$ cat config.mk
export PLATFORM = sky130hd
export DESIGN_NAME = branch_target_pipe
export DESIGN_NICKNAME = d
export VERILOG_FILES = /design/src/rtl/branch_target_pipe.sv
export SDC_FILE = /design/constraint.sdc
export NUM_CORES = 1
export LEC_CHECK = 0
export ABC_AREA = 1
export BUFFER_PORTS_ARGS = -buffer_cell sky130_fd_sc_hd__buf_4
export CAP_MARGIN = 20
export CORE_UTILIZATION = 40
export DETAILED_ROUTE_END_ITERATION = 6
export PLACE_DENSITY = 0.73
export SYNTH_ARGS = -nofsm -noshare
export SYNTH_HDL_FRONTEND = slang
export SYNTH_SLANG_ARGS = --single-unit
$ cat constraint.sdc
create_clock -name clk -period 1.8 [get_ports clk]
set_clock_uncertainty 0.15 [all_clocks]
set_input_delay 0 -clock clk [delete_from_list [all_inputs] [get_ports clk]]
set_output_delay 0 -clock clk [all_outputs]
set_load 0.005 [all_outputs]
$ cat src/rtl/branch_target_pipe.sv
// Two-stage branch/jump target unit: sign-extend a short or long immediate, shift it,
// add it to a base address, and flag shift loss and address wrap. Valid/ready on both sides.
module branch_target_pipe #(
    parameter int DATA_WIDTH    = 16,
    parameter int IMM_MAX_WIDTH = 12,
    parameter int IMM_MIN_WIDTH = 8,
    parameter int SHIFT_AMOUNT  = 1
) (
    input  logic                     clk,
    input  logic                     rst,
    input  logic                     in_valid,
    output logic                     in_ready,
    input  logic [IMM_MAX_WIDTH-1:0] imm_in,
    input  logic                     width_sel,
    input  logic [DATA_WIDTH-1:0]    base_in,
    output logic                     out_valid,
    input  logic                     out_ready,
    output logic [DATA_WIDTH-1:0]    offset_out,
    output logic [DATA_WIDTH-1:0]    target_out,
    output logic                     shift_loss_out,
    output logic                     wrap_out
);

    logic signed [IMM_MAX_WIDTH-1:0] imm_long;
    logic signed [IMM_MIN_WIDTH-1:0] imm_short;
    logic signed [DATA_WIDTH-1:0]    ext;
    logic signed [DATA_WIDTH-1:0]    ext_top;
    logic [DATA_WIDTH-1:0]           off_next;
    logic                            loss_next;

    logic                  s1_v;
    logic [DATA_WIDTH-1:0] s1_off;
    logic [DATA_WIDTH-1:0] s1_base;
    logic                  s1_loss;
    logic                  s2_v;

    logic                  s2_adv;
    logic                  s1_adv;
    logic                  in_fire;
    logic [DATA_WIDTH+1:0] sum;

    assign imm_long  = imm_in;
    assign imm_short = imm_in[IMM_MIN_WIDTH-1:0];

    // Stage 1 datapath: extension, shift and the representability check.
    // NOTE: combinational blocks use blocking '=' and assign every output first, so no latch is inferred.
    always_comb begin
        ext = '0;
        if (width_sel) ext = DATA_WIDTH'(imm_long);
        else           ext = DATA_WIDTH'(imm_short);
        off_next = ext << SHIFT_AMOUNT;
        // The shift is lossless only if the top SHIFT_AMOUNT+1 bits are copies of the sign.
        ext_top   = ext >>> (DATA_WIDTH - 1 - SHIFT_AMOUNT);
        loss_next = (ext_top != '0) && (ext_top != '1);
    end

    // Two guard bits above the sum expose both overflow (01) and underflow (11).
    assign sum = {2'b00, s1_base} + {{2{s1_off[DATA_WIDTH-1]}}, s1_off};

    assign s2_adv    = !s2_v || out_ready;
    assign s1_adv    = s1_v && s2_adv;
    assign in_ready  = !rst && (!s1_v || s2_adv);
    assign in_fire   = in_valid && in_ready;
    assign out_valid = s2_v;

    // NOTE: sequential state uses non-blocking '<=' so every register sees pre-edge values.
    always_ff @(posedge clk) begin
        if (rst) begin
            s1_v           <= 1'b0;
            s1_off         <= '0;
            s1_base        <= '0;
            s1_loss        <= 1'b0;
            s2_v           <= 1'b0;
            offset_out     <= '0;
            target_out     <= '0;
            shift_loss_out <= 1'b0;
            wrap_out       <= 1'b0;
        end else begin
            if (in_fire) begin
                s1_v    <= 1'b1;
                s1_off  <= off_next;
                s1_base <= base_in;
                s1_loss <= loss_next;
            end else if (s1_adv) begin
                s1_v <= 1'b0;
            end

            if (s1_adv) begin
                s2_v           <= 1'b1;
                offset_out     <= s1_off;
                target_out     <= sum[DATA_WIDTH-1:0];
                shift_loss_out <= s1_loss;
                wrap_out       <= (sum[DATA_WIDTH+1:DATA_WIDTH] != 2'b00);
            end else if (s2_v && out_ready) begin
                s2_v <= 1'b0;
            end
        end
    end

endmodule

# Word-level counts from Yosys, hierarchy flattened
# Cells that the tools add are included.
# totals
reg_bits,67
latch_bits,0
mem_bits_rw,0
mem_bits_ro,0
output_inout_bits,36
word_cells,30
memories,0
# classes
n_addsub,1
multipliers,0
n_div,0
order_cmp,0
eq_ne,1
shifts,0
n_mux,5
bitwise,0
n_reduce_logical,14
# op_table
operator,n
$add A17 B16 Y18,1
$mux W16,1
$ne A16 B16 Y1 const B,1
$reduce_bool A16 Y1,1
$reduce_bool A2 Y1,3
$logic_and A1 B1 Y1,5
$mux W1,4
$logic_not A1 Y1,3
$logic_or A1 B1 Y1,2

# Longest topological paths before layout
# logic_depth
depth_word,6
mapped_depth,16

# Worst setup path before layout
# Ideal clock, no wire load.
# synth_timing
path_type,register -> register
from,reg s1_off[1]
to,reg target_out[11]
setup_time_ns,0.109
t_arrival_ns,1.648
t_required_ns,1.541
path_slack_ns,-0.107
path_stages_with_launch,17
period_less_slack_ns,1.907
path_cell_list,dfxtp_1 > ha_1 > inv_1 > fa_1 > inv_1 > nand2_1 > nand2_1 > and2_4 > nand2_2 > nand2_2 > nand2_1 > nand2_1 > nand2_1 > inv_1 > o21ai_1 > nand2_1 > inv_1
# synth_between
elab_chain_len,1
# synth_lines
item,line,text
start: declaration,32,logic [DATA_WIDTH-1:0] s1_off;
start signal: assignment,81,s1_off <= off_next;
$add A17 B16 Y18,58,"assign sum = {2'b00, s1_base} + {{2{s1_off[DATA_WIDTH-1]}}, s1_off};"
end signal: assignment,91,target_out <= sum[DATA_WIDTH-1:0];
end: declaration,19,"output logic [DATA_WIDTH-1:0] target_out,"
# Every way passes these cells.
# A chain may end at the register's enable or synchronous reset.

# Final worst setup path
# layout_timing
from,reg s1_base[1]
to,reg target_out[11]
# layout_between
elab_chain_len,1
# layout_lines
item,line,text
start: declaration,33,logic [DATA_WIDTH-1:0] s1_base;
start signal: assignment,82,s1_base <= base_in;
$add A17 B16 Y18,58,
# Every way passes these cells.

==> flow_metrics.env <==
export IMPL_num_io_pins=69
export IMPL_hold_class="in2reg"
export IMPL_cts_reportedPaths_clkPinSlew_ps=80
export IMPL_post_dp_hpwl_um=5390
export IMPL_ant_nets=0
export IMPL_post_route_period_util_pct=109
export IMPL_synth_seq_cells=59
export IMPL_htreeDepth=3
export IMPL_cts_root_buffer="clkbuf_8"
export IMPL_die_w_um=88.5
export IMPL_ys_seq_area_share_pct=39.5
export IMPL_power_density_mw_per_mm2=719
export IMPL_report_final_setup_viol=6
export IMPL_io_buffer_count=66
export IMPL_path_class="reg2reg"
export IMPL_overflow=0
export IMPL_worstHoldStart="out_ready"
export IMPL_finalHoldViolCount=0
export IMPL_critPathCaptureType="register"
export IMPL_synthFlopType="dfxtp_1"
export IMPL_min_path_cells=7
export IMPL_die_area_mm2=0.00783
export IMPL_violations="negative setup slack"
export IMPL_preCtsSetupSlack_ps=-155
export IMPL_fp_dieH_um=88.5
export IMPL_std_cell_rows=31
export IMPL_drv_slew=0
export IMPL_post_route_cells_drive_above_1_share_pct=29.9
export IMPL_synth_top_cell_area_share_pct=39.5
export IMPL_gp_congestion=0.863
export IMPL_rsz0062_at_grt="yes"
export IMPL_timing_rr_start="s1_base[1]"
export IMPL_reg2reg_to="target_out[11]"
export IMPL_antenna_found_initial=0
export IMPL_yosys_top_cells_area="dfxtp_1 39%, nand2_1 14%, o21ai_0 8.7%, nor2_1 8.2%, ha_1 6.7%"
export IMPL_detail_route_first_pass_iterations=4
export IMPL_yosysMostFrequentCell="nand2_1"
export IMPL_grt_pass1_wl_um=13100
export IMPL_max_cap_violations=0
export IMPL_slowest_stage="dfxtp_2"
export IMPL_whs_ps=203
export IMPL_area_growth_syn_to_layout_pct=53.1
export IMPL_vias_per_cell=4.71
export IMPL_clk_latency_ps=340
export IMPL_finalWirelength_um=8360
export IMPL_syn_inst=440
export IMPL_period_minus_slack_ps=1950
export IMPL_worstSetupStartpointType="register"
export IMPL_grt_total_usage_pct=21.9
export IMPL_ir_drop_uv=513
export IMPL_yosys_warnings=0
export IMPL_diodes=0
export IMPL_synth_edf_count=0
export IMPL_syn_avg_cell_area_um2=6.80
export IMPL_fin_ws_ps=-154
export IMPL_drc_errors=0
export IMPL_final_cell_area_mm2=0.00458
export IMPL_cp_arrival_ps=2040
export IMPL_leakage_uw=0.00217
export IMPL_async_flop_share_pct=0
export IMPL_netlist_cell_type_count=30
export IMPL_synth_commonest_cells="113 x nand2_1, 65 x nor2_1, 59 x dfxtp_1, 52 x o21ai_0, 51 x inv_1"
export IMPL_critPathMaxFanout=3
export IMPL_path_cells="ha_4, inv_2, fa_2, inv_2, nand2_2, nand2_2, and2_4, nand2_2, nand2_2, nand2_1, nand2_2, nand2_1, inv_1, o21ai_1, nand2_1, inv_1"
export IMPL_worst_ep_required_time_ps=1880
export IMPL_status="finished with violations"
export IMPL_wl_per_cell_um=12.5
export IMPL_cts_max_path_buffers=2
export IMPL_fmax_mhz=512
export IMPL_synth_area_mm2=0.00299
export IMPL_fin_util_pct=63.1
export IMPL_yosysTopAreaCell="dfxtp_1"
export IMPL_drtIter0Drc=112
export IMPL_placed_area_mm2=0.00375
export IMPL_start_util_pct=41.2
export IMPL_crit_top_cell="nand2_2"
export IMPL_grt_pass1_vias=2922
export IMPL_worst_r2r_path_depth=16
export IMPL_cts_buffers_inserted=9
export IMPL_nets=616
export IMPL_max_stage_delay_ps=350
export IMPL_cts_sinks=59
export IMPL_reg2reg_slack_ps=-150
export IMPL_core_mm2=0.00725
export IMPL_cts_tree="done"
export IMPL_grt_max_degree=48
export IMPL_hold_path_end="offset_out[14]"
export IMPL_vias=3155
registers in the layout, indices dropped and copies added (netlist names):
signal	flops
s1_base	16
target_out	16
offset_out	12
s1_off	12
out_valid	1
s1_v	1
wrap_out	1
layout make-up:
cell class / count / area, um^2
fill: 631 / 2680
multi-input combinational: 309 / 1770
sequential: 59 / 1190
timing repair buffer: 135 / 1120
inverter: 52 / 195
clock buffer: 10 / 128
tap: 99 / 124
clock inverter: 6 / 41.3
how the worst max path moves through the flow:
stage,startpoint,to,cells after the start
final,s1_base[1],target_out[11],16
after floorplan,s1_base[1],target_out[11],16
after global placement,s1_base[1],target_out[11],16
after global routing,s1_base[2],target_out[11],15
after detailed placement,s1_base[1],target_out[11],16
after CTS,s1_base[1],target_out[11],16
kinds of logic after synthesis:
family,Yosys count,share of synthesized area (%)
fa+ha+maj,17,7.36
simple gates,200,26.4
flops,59,39.5
other cells,1,0.125
buf+inv,73,10.0
xor+xnor,7,2.05
compound gates,83,14.5
metrics by stage:
| stage | total power (uW) | std cells | TNS, ps |
|---|---|---|---|
| floorplan | 1810 | 441 | -48.2 |
| global placement | 2090 | 613 | -369 |
| detailed placement | 2100 | 613 | -605 |
| CTS | 3220 | 666 | -354 |
| global route | 3460 | 670 | -1560 |
| finish | 3290 | 670 | -618 |
report_power, final:
| group | total, uW | switching (uW) | internal [uW] |
|---|---|---|---|
| combinational | 760 | 358 | 403 |
| clock | 1050 | 554 | 499 |
| sequential | 1480 | 75.1 | 1400 |
| total | 3290 | 986 | 2300 |
worst max-delay path, delay by kind of cell (launching register included):
| family | cells | cell delay (ps) |
|---|---|---|
| AOI/OAI and AO/OA | 1 | 50 |
| adders and majority gates | 2 | 480 |
| buffers and inverters | 4 | 170 |
| DFF | 1 | 350 |
| and+or+nand+nor | 9 | 620 |
placed cells by master, fill, tap and decap left out, drive strengths merged, types with 2 or more instances in the layout:
cell type | synthesis | routed
a21oi | 20 | 20
a31oi | 5 | 5
and2 | 2 | 2
buf | 12 | 98
clkbuf | 9 | 10
clkinv | 0 | 2
clkinvlp | 0 | 3
conb | 1 | 2
dfxtp | 59 | 59
dlygate4sd3 | 0 | 37
ha | 16 | 16
inv | 52 | 53
nand2 | 115 | 115
nand3 | 12 | 12
nor2 | 66 | 66
nor3 | 2 | 2
o21ai | 53 | 53
o21bai | 3 | 3
xor2 | 6 | 6
routing by layer:
layer | wire (um) | vias to the layer above | GRT usage [%]
li1 | - | 1631 | -
met1 | 3760 | 1409 | 27.2
met2 | 4120 | 104 | 37.7
met3 | 316 | 11 | 3.17
met4 | 172 | 0 | 9.38
met5 | 0 | - | 0
timing repair:
item | in CTS | in global routing
endpoints found under the setup margin | 8 | 12
resized for setup | 10 | 46
buffers inserted | 1 | 3
hold buffers | 36 | 1
pin swaps | 4 | 11
endpoints found under the hold margin | 40 | 10
No activity file was read; power rests on OpenSTA's default activity.
